$ cat config.mk
export PLATFORM = sky130hd
export DESIGN_NAME = uart_tx_fifo
export DESIGN_NICKNAME = d
export VERILOG_FILES = /design/src/rtl/uart_tx_fifo.sv
export SDC_FILE = /design/constraint.sdc
export NUM_CORES = 1
export LEC_CHECK = 0
export CAP_MARGIN = 40
export CORE_MARGIN = 5
export CORE_UTILIZATION = 50
export DETAILED_ROUTE_END_ITERATION = 8
export PLACE_DENSITY_LB_ADDON = 0.08
export SETUP_SLACK_MARGIN = 0.4
export SLEW_MARGIN = 20
export SYNTH_ARGS = -nofsm -noshare
export SYNTH_HDL_FRONTEND = slang
export SYNTH_SLANG_ARGS = --single-unit
$ cat constraint.sdc
create_clock -name clk -period 2.8 [get_ports clk]
set_input_delay 0.28 -clock clk [delete_from_list [all_inputs] [get_ports clk]]
set_output_delay 0.28 -clock clk [all_outputs]
set_load 0.03 [all_outputs]
$ cat src/rtl/uart_tx_fifo.sv
// uart_tx_fifo: UART transmitter fed by a circular transmit FIFO
// Ports:
//   clk          clock
//   reset_       asynchronous active-low reset
//   baud         one-cycle strobe per bit period
//   txdata       word to enqueue (DATA_BITS wide)
//   tx_valid     txdata valid; accepted when tx_valid && tx_ready
//   tx_ready     FIFO not full (from the registered count)
//   parity_mode  00 none, 01 even, 10 odd, 11 none; latched when a word is popped
//   tx           serial line, idle high
//   busy         serializer not idle
//   fifo_count   occupied FIFO entries
// Optional feature: define UART_TX_PARITY_EN to build the parity state and generator;
// without it parity_mode is ignored and every frame is start + data + stop.
module uart_tx_fifo #(
  parameter int DATA_BITS  = 8,
  parameter int STOP_BITS  = 1,
  parameter int FIFO_DEPTH = 4
) (
  input  logic                          clk,
  input  logic                          reset_,
  input  logic                          baud,
  input  logic [DATA_BITS-1:0]          txdata,
  input  logic                          tx_valid,
  output logic                          tx_ready,
  input  logic [1:0]                    parity_mode,
  output logic                          tx,
  output logic                          busy,
  output logic [$clog2(FIFO_DEPTH):0]   fifo_count
);
  localparam int AW = $clog2(FIFO_DEPTH);
  localparam int IW = $clog2(DATA_BITS);
  localparam logic [IW-1:0] IDX_LAST = IW'(DATA_BITS - 1);
  localparam logic STOP_LAST = 1'(STOP_BITS - 1);
  localparam logic [2:0] S_IDLE  = 3'd0;
  localparam logic [2:0] S_START = 3'd1;
  localparam logic [2:0] S_DATA  = 3'd2;
  localparam logic [2:0] S_STOP  = 3'd4;
`ifdef UART_TX_PARITY_EN
  localparam logic [2:0] S_PARITY = 3'd3;
`endif
  logic [DATA_BITS-1:0] mem_q [FIFO_DEPTH];
  logic [AW-1:0]        wr_q, rd_q;
  logic [AW:0]          count_q, count_d;
  logic [2:0]           state_q, state_d;
  logic [DATA_BITS-1:0] shift_q, shift_d;
  logic [IW-1:0]        idx_q, idx_d;
  logic                 stop_q, stop_d;
  logic                 tx_q, tx_d;
  logic                 push, pop;
`ifdef UART_TX_PARITY_EN
  logic [1:0]           par_q, par_d;
  logic                 par_en, par_bit;
  assign par_en  = par_q == 2'b01 || par_q == 2'b10;
  // even parity is the XOR of the data; odd parity is its complement
  assign par_bit = (par_q == 2'b10) ^ (^shift_q);
`else
  logic                 unused_parity_mode;
  assign unused_parity_mode = ^parity_mode;
`endif
  assign tx_ready   = count_q != (AW+1)'(FIFO_DEPTH);
  assign push       = tx_valid && tx_ready;
  // the pop is the IDLE->START transition itself, so no baud is needed to start a frame
  assign pop        = state_q == S_IDLE && count_q != '0;
  assign count_d    = count_q + (AW+1)'(push) - (AW+1)'(pop);
  assign busy       = state_q != S_IDLE;
  assign tx         = tx_q;
  assign fifo_count = count_q;
  always_comb begin
    state_d = state_q;
    shift_d = shift_q;
    idx_d   = idx_q;
    stop_d  = stop_q;
    tx_d    = tx_q;
`ifdef UART_TX_PARITY_EN
    par_d   = par_q;
`endif
    case (state_q)
      S_IDLE: if (pop) begin
        shift_d = mem_q[rd_q];
        idx_d   = '0;
        stop_d  = 1'b0;
        state_d = S_START;
`ifdef UART_TX_PARITY_EN
        par_d   = parity_mode;
`endif
      end
      S_START: if (baud) begin
        tx_d    = 1'b0;
        state_d = S_DATA;
      end
      S_DATA: if (baud) begin
        tx_d  = shift_q[idx_q];
        idx_d = idx_q + IW'(1);
        if (idx_q == IDX_LAST) begin
`ifdef UART_TX_PARITY_EN
          state_d = par_en ? S_PARITY : S_STOP;
`else
          state_d = S_STOP;
`endif
        end
      end
`ifdef UART_TX_PARITY_EN
      S_PARITY: if (baud) begin
        tx_d    = par_bit;
        state_d = S_STOP;
      end
`endif
      S_STOP: if (baud) begin
        tx_d   = 1'b1;
        stop_d = stop_q + 1'b1;
        if (stop_q == STOP_LAST) state_d = S_IDLE;
      end
      default: state_d = S_IDLE;
    endcase
  end
  always_ff @(posedge clk or negedge reset_) begin
    if (!reset_) begin
      state_q <= S_IDLE;
      tx_q    <= 1'b1;
      count_q <= '0;
      wr_q    <= '0;
      rd_q    <= '0;
      shift_q <= '0;
      idx_q   <= '0;
      stop_q  <= 1'b0;
`ifdef UART_TX_PARITY_EN
      par_q   <= 2'b00;
`endif
    end else begin
      state_q <= state_d;
      tx_q    <= tx_d;
      count_q <= count_d;
      shift_q <= shift_d;
      idx_q   <= idx_d;
      stop_q  <= stop_d;
`ifdef UART_TX_PARITY_EN
      par_q   <= par_d;
`endif
      if (push) wr_q <= wr_q + AW'(1);
      if (pop) rd_q <= rd_q + AW'(1);
    end
  end
  // storage needs no reset: entries are only read after being written
  always_ff @(posedge clk) begin
    if (push) mem_q[wr_q] <= txdata;
  end
endmodule

Word-level counts from Yosys, hierarchy flattened
Memory sizes are Yosys's and may differ from the RTL's. A register that Yosys moved wholly into a read port is not among the register bits.
Index checks and enable logic that the tools add are counted.
W data, S select, Z words.

storage, ports and cells
  flip-flop bits (word level) = 15
  latch bits = 0
  bits in writable memories = 32
  ROM bits = 0
  input port bits = 14
  output and inout port bits = 6
  logic and storage cells = 61
  memories = 1

operators by class
  add/sub/neg operators = 6
  multiply operators = 0
  divide/modulo/power cells = 0
  magnitude comparators = 1
  equality and inequality tests = 11
  shifts and indexed selects = 0
  multiplexer cells = 21
  bitwise operators = 0
  reduce and logical (&&, ||, !) cells = 14

memories
  memory  words  bits a word  read ports  clocked after Yosys merged registers in  wr ports  line  RTL
  mem_q   4      8            1           1                                        1         42    logic [DATA_BITS-1:0] mem_q [FIFO_DEPTH];

operators by type and width
  kind                   count
  $mux W3                8
  $ne A2 B2 Y1 const B   6
  $pmux W3 S4            1
  $reduce_bool A3 Y1     3
  $mux W1                8
  $eq A3 B3 Y1 const B   2
  $pmux W3 S2            1
  $reduce_and A3 Y1      2
  $reduce_and A6 Y1      1
  $add A2 B1 Y2 const B  2
  $lt A3 B4 Y1 const B   1
  $reduce_and A4 Y1      1
  $reduce_bool A2 Y1     2
  $add A3 B1 Y3          1
  $add A3 B1 Y3 const B  1
  $bmux W1 S3            1
  $eq A3 B1 Y1 const B   1
  $eq A3 B2 Y1 const B   1
  $logic_not A3 Y1       1
  $ne A3 B3 Y1 const B   1
  $pmux W1 S3            1
  $sub A3 B1 Y3          1
  $logic_and A1 B1 Y1    2
  $pmux W1 S2            1
  3 further kinds        3

Logic depth before layout (Yosys ltp)
Gate-level depths: netlist (run 1).

  depth in word-level cells = 4
  gate-level depth with buffers = 11
  mapped depth without buffers = 9

Worst setup path before layout (run 1)
Ideal clock, no wire load.

  path kind = register to register
  from = register count_q[2], in the netlist fifo_count[2]
  to = register count_q[2], in the netlist fifo_count[2]
  arrival time = 2.386 ns
  data required time = 2.677 ns
  path slack = 0.290 ns
  cell stages (with the launch flop) = 10
  buffers on the path = 0
  clock period less this slack = 2.510 ns
  cell sequence = dfrtp_1 -> or3b_1 -> and2_1 -> inv_1 -> ha_1 -> inv_1 -> ha_1 -> fa_1 -> xnor2_1 -> xnor2_1

between the ends
  longest elaborated chain between the ends = 4

RTL lines
  item                      line  RTL
  start: declaration        44    logic [AW:0] count_q, count_d;
  start signal: assignment  133   count_q <= count_d;
  $ne A3 B3 Y1              61    assign tx_ready = count_q != (AW+1)'(FIFO_DEPTH);
  net tx_ready              25    output logic tx_ready,
  $logic_and A1 B1 Y1       62    assign push = tx_valid && tx_ready;
  $add A3 B1 Y3             65    assign count_d = count_q + (AW+1)'(push) - (AW+1)'(pop);
  $sub A3 B1 Y3             65
  net count_d[2]            44

The timed path passes the listed nets, and every way through them passes these cells.
A chain may end at the register's enable or synchronous reset.

Worst setup path after layout (run 1)
  from = register count_q[1], in the netlist fifo_count[1]
  to = register count_q[2], in the netlist fifo_count[2]

between the ends
  longest elaborated chain between the ends = 4

RTL lines
  item                 line
  $ne A3 B3 Y1         61
  $logic_and A1 B1 Y1  62
  $add A3 B1 Y3        65
  $sub A3 B1 Y3 (*)    65
  net count_d[2]       44

The timed path passes the listed nets; every way through them passes the cells marked *.

==> key figures, run 1 <==
Clock tree
  – Clock tree from TritonCTS: built
  – CTS clk-pin slew, worst paths: roughly 90 ps
  – Clock net sink count: 55
  – Clock tree buffer depth: 2
  – CTS Root Cell: sky130_fd_sc_hd__clkbuf_8
  – Post-CTS repair timing setup buffer count: 0
  – Resized cells post-CTS: 0
  – CTS Buf Count: 5
  – Clock latency at the later pin of the worst-skew pair: 300 ps
  – Total number of H-tree levels: 2
  – Number of buffers inserted for hold repair after clock tree synthesis: 0

Synthesis
  – Cells taking the most area after synthesis: sky130_fd_sc_hd__edfxtp_1, sky130_fd_sc_hd__dfrtp_1, sky130_fd_sc_hd__mux4_2
  – Summed instance area of the synthesized netlist: 2424 sq um
  – Proportion of synthesized flip-flops having asynchronous set or reset: 0.4182
  – Mux share of post-synthesis cell area: 0.1507
  – Seq/Total Area, Yosys: 0.6345
  – Distinct cell type count after synthesis: 41
  – Most instantiated cells after synthesis: sky130_fd_sc_hd__edfxtp_1, sky130_fd_sc_hd__dfrtp_1, sky130_fd_sc_hd__inv_1
  – Number of enable-type register cells in the synthesized netlist: 32
  – Share of synthesized cell area in and, or, nand and nor gates: 0.07434
  – Most common flop cell mapped by yosys: sky130_fd_sc_hd__edfxtp_1
  – Synthesized-area fraction occupied by ao, oa, aoi and oai cells: 0.03459
  – Number of nets in the synthesized netlist: between 150 and 200
  – Xor/xnor share of the synthesized area: 0.01807
  – Main combinational cell family by area after synthesis: multiplexers
  – Most frequently used cell type in the post-synthesis netlist: sky130_fd_sc_hd__edfxtp_1
  – Yosys warning count: 0
  – Post-synthesis sequential element count: 55
  – Area share of the largest cell type after synthesis: 0.3965
  – Most area-hungry cell type in the Yosys netlist: sky130_fd_sc_hd__edfxtp_1
  – Adder-cell share of the synthesized area: 0.04956
  – Cells after Synth: approximately 150
  – Average cell area after synthesis: between 15 and 20 sq um

Timing
  – Worst slew margin relative to its limit: 0.6119
  – Minimum clock period: between 2000 and 2500 ps
  – # setup viols final: 0
  – Least-Margin Pin Slew: slightly below 600 ps
  – Worst clock skew: ~10 ps
  – Number of max-slew violations in the final report: 0
  – RSZ-0062 raised after global routing: no
  – Final Hold Viols: 0
  – Max Clk Rate: around 0.44 GHz
  – TNS Setup: 0 ps
  – Part of the cycle the worst path needs: 0.8118

Die
  – Overall die area: 6339 sq um
  – I/O pin total: 20
  – Starting utilization of the core area: 0.5131
  – Core region area: around 4700 sq um
  – Die W: between 70 and 80 um
  – Total number of placement rows: 25
  – Die extent in y: between 70 and 80 um

Cells and area
  – Fill cell instance count of the final layout: 372
  – Post-synthesis to final-layout area growth: 13.68%
  – Fraction of final layout cells sized beyond drive strength 1: 0.1916
  – Sequential standard cell area: ~1500 sq um
  – Diodes inserted: 0
  – Footprint of the multi-input gates: around 810 sq um
  – Non-filler instance count after layout: about 230
  – Final core area utilization: 0.5833
  – Final Cell Area: between 2000 and 3000 sq um
  – Total Nets Final: 189

Run
  – Max-cap check violation count: 0

Worst setup path
  – Critical path class: flop to flop
  – Largest fanout on the critical path: 6
  – Ordered cell list for the critical path: or3b_4 > and2_1 > inv_1 > ha_1 > inv_1 > ha_1 > fa_1 > xnor2_1 > xnor2_1
  – Source of the worst register-to-register timing path: fifo_count[1]
  – Worst reg-to-reg path cell count: 9
  – Worst reg-to-reg setup slack: around 530 ps
  – Critical Path Sink Type: flop
  – Arrival time worst endpoint: 2490 ps
  – FF-to-FF End: fifo_count[2]
  – Startpoint type of the worst setup path: flop
  – CP required: 3020 ps
  – Cell at the slowest stage of the critical path: sky130_fd_sc_hd__dfrtp_1
  – Worst path max stage delay: approximately 440 ps

Placement
  – Placed cell area: roughly 2600 sq um
  – RD Place Congestion: just over 0.7
  – Count of placed standard cells including taps: ~230
  – Detailed placer's ending HPWL: around 2700 um
  – Port-buffer cells: 17

Route
  – Detailed-route wire length: 3700 um
  – DR vias: about 1200
  – Post-detailed-route DRC marker count: 0
  – Number of search-and-repair iterations in the first detailed-routing pass: 4
  – Detailed-route vias per instance: roughly 5
  – Iteration-0 DRC count of the detailed router: 23
  – Antenna Nets Post-Route: 0
  – Routed WL per cell: between 15 and 20 um

GRT
  – Antenna violations before repair: 0
  – Wire length of the first global-routing pass: around 6300 um
  – Number of global-route vias before repair: about 1300
  – Total routing usage reported by global routing: 0.1340
  – Largest net degree at the start of global routing: 24
  – Global-route congestion overflow total: 0

Pwr
  – P per Cell Area: roughly 1100 nW/um^2
  – Worst IR Drop VDD: around 0.00048 V
  – Cell leakage power: 1.063 nW

Worst hold path
  – HP Class: input port to asynchronous set/reset pin

Run status
  – Outcome: completed
[flip-flops by register name, indices dropped and copies added (netlist names)]
name        count
stop_q          1
shift_q         8
tx              1
rd_q            2
idx_q           3
state_q         3
mem_q          32
wr_q            2
fifo_count      3
[report_power, final]
part | internal [mW] | switching, mW
logic | 0.588 | 0.473
clock network | 0.268 | 0.227
registers | 1.12 | 0.219
[worst max-delay path: cells and delay by family, from the launching register on]
family | cells | cell delay, ps
DFF | 1 | 440
xor gates and xnor gates | 2 | 310
and+or+nand+nor | 2 | 650
adders and majority gates | 3 | 680
buffers and inverters | 2 | 110
[per-layer routing]
layer  GRT usage  vias up  share of wire
li1            -      578              -
met1      0.1596      596           0.44
met2      0.2337       15           0.52
met3     0.03837        4          0.036
met4     0.04124        0          0.011
met5           0        -              0
[layout make-up]
class	count	share of cell area
flip-flops and latches	55	0.5586
repair buffers	19	0.06721
well taps	67	0.03043
clock buffers	7	0.02770
multi-input cells	76	0.2929
inverters	9	0.01226
clock inverters	1	0.01090
[stage by stage]
step | total power [mW] | hold WS, ps | worst slack, ps
floorplan | 2.191 | -15.59 | 416.2
global placement | 2.377 | 499.2 | 523.5
detailed placement | 2.440 | 506.9 | 462.9
CTS | 2.930 | 334.5 | 488.6
global route | 3.089 | 346.6 | 406.8
finish | 2.895 | 323.9 | 526.8
[logic make-up after synthesis]
family	count (synthesis)
flops	55
simple gates	26
mux	23
buf+inv	16
compound gates	13
fa+ha+maj	9
xor+xnor	5
[cell usage in the layout (no fill, tap or decap), types with 4 or more instances in the layout]
cell and count:
sky130_fd_sc_hd__and3_1 4, sky130_fd_sc_hd__clkbuf_8 5, sky130_fd_sc_hd__clkdlybuf4s50_1 17, sky130_fd_sc_hd__dfrtp_1 21, sky130_fd_sc_hd__edfxtp_1 32, sky130_fd_sc_hd__ha_1 8
sky130_fd_sc_hd__inv_1 9, sky130_fd_sc_hd__mux2_4 6, sky130_fd_sc_hd__mux2i_1 5, sky130_fd_sc_hd__mux4_2 8, sky130_fd_sc_hd__nand2_1 4, sky130_fd_sc_hd__o21ai_0 4
[worst max path at each step]
stage	slack (ps)	cells after the start	to	from
CTS	490	8	fifo_count[2]	state_q[1]
detailed placement	460	9	fifo_count[2]	tx_valid
finish	530	9	fifo_count[2]	fifo_count[1]
floorplan	420	9	fifo_count[2]	fifo_count[1]
global placement	520	9	fifo_count[2]	tx_valid
global route	410	9	fifo_count[2]	fifo_count[1]
(Power assumes the default switching activity.)
==> run 2, diff against run 1 <==
==> constraint.sdc (replaced) <==
create_clock -name clk -period 2 [get_ports clk]
set_input_delay 0.2 -clock clk [delete_from_list [all_inputs] [get_ports clk]]
set_output_delay 0.2 -clock clk [all_outputs]
set_load 0.03 [all_outputs]
==> run 2 against run 1 <==
The flow now finishes with violations (setup timing); routed wire length increased by 6.1%; via count grew 5.9%; first-iteration DRC count rose by 30%; sequential share of layout area shrank 3.6 points; power grew 52%; sequential cell count is the same; non-clock buffer count up 15; final cell count increased by 6.4%.
==> key figures, run 2 (synthesis results as in run 1) <==
Worst setup path
  – CP required: ~2200 ps
  – Worst path max stage delay: between 400 and 500 ps
  – Startpoint type of the worst setup path: flop
  – Crit-path most repeated cell: sky130_fd_sc_hd__ha_4
  – Arrival time worst endpoint: around 2300 ps
  – Critical path class: flop to flop
  – Largest fanout on the critical path: 3
  – Ordered cell list for the critical path: or3b_4 > and2_4 > inv_4 > ha_4 > inv_2 > ha_4 > fa_2 > xnor2_2 > xnor2_1
  – Critical Path Sink Type: flop
  – Worst reg-to-reg setup slack: -80 ps
  – Cell at the slowest stage of the critical path: sky130_fd_sc_hd__dfrtp_2

Clock tree
  – Clock tree from TritonCTS: built
  – Clock net sink count: 55
  – Clock latency at the later pin of the worst-skew pair: about 300 ps
  – Clock tree buffer depth: 2
  – CTS Root Cell: sky130_fd_sc_hd__clkbuf_8
  – CTS Buf Count: 5
  – CTS clk-pin slew, worst paths: roughly 90 ps
  – Total number of H-tree levels: 2

Die
  – Die W: approximately 80 um
  – Core region area: around 4700 sq um
  – Overall die area: around 6300 sq um
  – Die extent in y: roughly 80 um
  – Total number of placement rows: 25
  – I/O pin total: 20
  – Starting utilization of the core area: 0.5131

Route
  – Post-detailed-route DRC marker count: 0
  – Number of search-and-repair iterations in the first detailed-routing pass: 3
  – Iteration-0 DRC count of the detailed router: 30
  – Detailed-route vias per instance: about 5.1
  – DR vias: 1263
  – Antenna Nets Post-Route: 0
  – Routed WL per cell: 15.77 um
  – Detailed-route wire length: approximately 3900 um

Timing
  – TNS Setup: -76.80 ps
  – Least-Margin Pin Slew: roughly 440 ps
  – Number of max-slew violations in the final report: 0
  – RSZ-0062 raised after global routing: yes
  – Max Clk Rate: just under 0.5 GHz
  – Part of the cycle the worst path needs: 1.038
  – Minimum clock period: a little over 2000 ps
  – Worst clock skew: between 7 and 8 ps
  – Final Hold Viols: 0
  – Fin worst setup slack: -76.80 ps
  – # setup viols final: 1
  – Worst slew margin relative to its limit: 0.7039

Pwr
  – Post-layout power: ~4.4 mW
  – Sequential share of power: 0.405
  – P per Cell Area: between 1000 and 1500 nW/um^2
  – Cell leakage power: around 1.2 nW
  – Clock Power Share: 0.163
  – Net load switching power: 1.413 mW
  – Switching part of the total: 0.3205
  – Internal portion of total power: about 3.0 mW
  – Logic pwr share: 0.432
  – Worst IR Drop VDD: around 0.00069 V

Cells and area
  – Final core area utilization: 0.6246
  – Register name with the most flops: mem_q
  – Most common cell after layout, fill and taps aside: sky130_fd_sc_hd__edfxtp_1
  – Max FFs per register: 32
  – Biggest regs: mem_q (32), shift_q (8)
  – Post-synthesis to final-layout area growth: 21.73%
  – Leading cell types in the layout, fill and taps excluded: sky130_fd_sc_hd__edfxtp_1, sky130_fd_sc_hd__dfrtp_1, sky130_fd_sc_hd__buf_4
  – Diodes inserted: 0
  – Fraction of final layout cells sized beyond drive strength 1: 0.3516
  – Total Nets Final: 204

Placement
  – Dpl ws: -79.01 ps
  – RD Place Congestion: a little over 0.7
  – Port-buffer cells: 17
  – Detailed placer's ending HPWL: 2758 um

GRT
  – Wire length of the first global-routing pass: 6734 um
  – Antenna violations before repair: 0
  – Total routing usage reported by global routing: 0.1428
  – Global-route congestion overflow total: 0
  – Number of global-route vias before repair: 1418
  – Largest net degree at the start of global routing: 24

Run
  – Max-cap check violation count: 0

Worst hold path
  – HP Class: input port to asynchronous set/reset pin

Run status
  – Outcome: finished with violations
  – Violated checks: setup timing
==> run 2: critical path, delay by kind of cell (launching register included) <==
family | cells | cell delay, ps
adder cells (fa/ha/maj) | 3 | 610
flip-flops | 1 | 440
buffers and inverters | 2 | 90
AND/OR/NAND/NOR | 2 | 560
XOR/XNOR | 2 | 260
==> run 2: power groups by stage <==
stage / logic (mW) / registers, mW / clock network (mW)
2_1_floorplan: 1.26 / 1.82 / 0
3_3_place_gp: 1.67 / 1.80 / 0
3_5_place_dp: 1.73 / 1.82 / 0
4_1_cts: 1.86 / 1.80 / 0.733
5_1_grt: 2.08 / 1.83 / 0.784
6_report: 1.90 / 1.79 / 0.718
==> run 2: worst paths after layout <==
check / cells after the start / start / endpoint
worst max-delay path: 9 / fifo_count[0] / fifo_count[2]
worst min-delay path: 2 / reset_ / idx_q[2]
worst max register to register: 9 / fifo_count[0] / fifo_count[2]
worst min register to register: 1 / shift_q[2] / shift_q[2]
max in group asynchronous: 2 / reset_ / tx
min in group clk: 1 / shift_q[2] / shift_q[2]
==> run 2: cell type report <==
class	count	area, sq um
Clock buffer	5	68.82
Clock inverter	3	43.79
Fill cell	361	1773
Inverter	9	36.28
Multi-Input combinational cell	76	864.6
Sequential cell	55	1541
Tap cell	67	83.83
Timing Repair Buffer	34	311.5
==> run 2: metrics by stage <==
step / std cells / hold slack, ps / area [sq um]
after floorplan: 147 / -95.59 / 2444
after global placement: 237 / 492.8 / 2736
after detailed placement: 237 / 497.5 / 2736
after CTS: 246 / 255.3 / 2908
after global routing: 249 / 265.6 / 2950
final: 249 / 250.4 / 2950
==> run 2: what timing repair did <==
action | 4_1_cts | 5_1_grt
pin swaps | 1 | 5
resized for setup | 34 | 4
setup buffers | 1 | 3
endpoints found under the setup margin | 49 | 13
hold buffers | 0 | 0
==> run 2: routing by layer <==
layer,up-vias,share of wire,global-route usage,routed length [um]
li1,612,-,-,-
met1,634,0.42,0.1658,1637
met2,15,0.55,0.2579,2155
met3,2,0.029,0.03725,115
met4,0,0.0048,0.04124,19
met5,-,0,0,0
==> RTL edit: new RTL, flow settings as in run 1 <==
The parameter `DATA_BITS` goes from 8 to 16.
--- a/src/rtl/uart_tx_fifo.sv
+++ b/src/rtl/uart_tx_fifo.sv
@@ -14,5 +14,5 @@
 // without it parity_mode is ignored and every frame is start + data + stop.
 module uart_tx_fifo #(
-  parameter int DATA_BITS  = 8,
+  parameter int DATA_BITS  = 16,
   parameter int STOP_BITS  = 1,
   parameter int FIFO_DEPTH = 4
Ports: changed (resized txdata); port bits go from 20 to 28. The function was not compared with the original's and may differ.
==> RTL edit against run 1 <==
Global-route usage is 1.3 points higher. Worst setup slack better by 0.046 ns. Count of clock-buffer cells in the layout is 2 higher. Sequential power is 64% higher. Hold slack worse by 0.021 ns. Via count is 72% higher. Wire length is 74% higher. Final area is 64% higher. Largest power group unchanged. Synthesized area is 64% higher. Sequential cell count is 41 higher. Utilization is 0.20 points higher. Power is 57% higher.
==> RTL edit: results (changes against run 1) <==
{| class="wikitable"
! Metric !! Value
|-
| Met3 Usage GRT || 2.81% (-1.0 points)
|-
| Length of routed met2 wiring || 3.15 mm (+65%)
|-
| Multi-input logic cell count || 138 (+82%)
|-
| Worst setup slack after layout || 0.573 ns (+0.0461 ns)
|-
| Number of DRC markers after the initial detailed-route iteration || 105 (+360%)
|-
| Net count after synthesis || 289 (+70%)
|-
| Internal || 3.05 mW (+55%)
|-
| Fraction of layout cells with a size suffix above 1 || 17.3% (-1.8 points)
|-
| Number of ordinary and repair buffers in the finished layout || 35 (+16)
|-
| Flops & latches, synth || 96 (+75%)
|-
| Cell types occupying the most area after synthesis || sky130_fd_sc_hd__edfxtp_1, sky130_fd_sc_hd__dfrtp_1, sky130_fd_sc_hd__mux4_2
|-
| Share of flip-flops with an asynchronous set or reset || 33.3% (-8.5 points)
|-
| Cell count of the worst reg-to-reg path || 10 (+1)
|-
| Highest-delay cell along the critical path || sky130_fd_sc_hd__dfrtp_2
|-
| Number of enable flip-flop cells after synthesis || 64 (+100%)
|-
| Result of the run || completed
|-
| Largest registers || mem_q (64), shift_q (16), idx_q (4)
|-
| Number of inverters outside the clock class in the layout || 10 (+1)
|-
| Port bufs || 25 (+8)
|-
| ClkCell Share || 4.09% (+0.23 points)
|-
| Total of clock buffers placed in the layout || 9 (+2)
|-
| Clock skew || 0.0119 ns (+0.00197 ns)
|-
| Max-slew headroom || 45.3% (-16 points)
|-
| Share of cell area taken by flip-flops and latches || 60.3% (+4.4 points)
|-
| Leakage dissipation || 1.73 nW (+63%)
|-
| Global-route usage over all layers || 14.7% (+1.3 points)
|-
| Maximum ir drop on the vdd rail || 0.000456 V (-4.0%)
|-
| Stage delay of the slowest cell on the critical path || 0.46 ns (+0.02 ns)
|}
-- RTL edit: changes by cell type after synthesis, sizes merged, moves of 3 or more --
cell	run 1	this run
dfrtp	22	31
nand3	0	6
buf	5	13
mux4	8	19
nor2	4	7
edfxtp	32	64
mux2	10	1
nand2	4	56
xnor2	3	6
-- RTL edit: cell families (layout without fill, tap and decap cells) --
family | Yosys count | in the layout | share of synthesized area (%)
AOI/OAI and AO/OA | 12 | 12 | 1.86
xor gates and xnor gates | 6 | 6 | 1.32
adders and majority gates | 8 | 8 | 2.71
buffers and inverters | 25 | 60 | 3.37
DFF | 96 | 96 | 68.5
muxes | 23 | 23 | 11.8
and+or+nand+nor | 89 | 89 | 10.4
-- RTL edit: power groups by stage --
stage | Sequential (mW) | Clock, mW | Combinational, mW
6_report | 2.20 | 0.849 | 1.48
2_1_floorplan | 2.14 | 0 | 1.20
3_5_place_dp | 2.24 | 0 | 1.53
4_1_cts | 2.21 | 0.874 | 1.53
3_3_place_gp | 2.23 | 0 | 1.51
5_1_grt | 2.25 | 0.940 | 1.69
-- RTL edit: critical path: cells and delay by family, from the launching register on --
family	cells	cell delay, ns
XOR/XNOR	2	0.31
flip-flops	1	0.46
AND/OR/NAND/NOR	2	0.48
buffers and inverters	3	0.16
adder cells (fa/ha/maj)	3	0.76
-- RTL edit: per-stage QoR --
| step | utilization [%] | instance area [um2] | hold slack, ns | instances |
|---|---|---|---|---|
| final | 58.5 | 4520 | 0.303 | 396 |
| after global placement | 56.1 | 4340 | 0.460 | 381 |
| after CTS | 58.5 | 4520 | 0.314 | 396 |
| after floorplan | - | 3980 | -0.0156 | 259 |
| after detailed placement | 56.1 | 4340 | 0.461 | 381 |
| after global routing | 58.5 | 4520 | 0.349 | 396 |
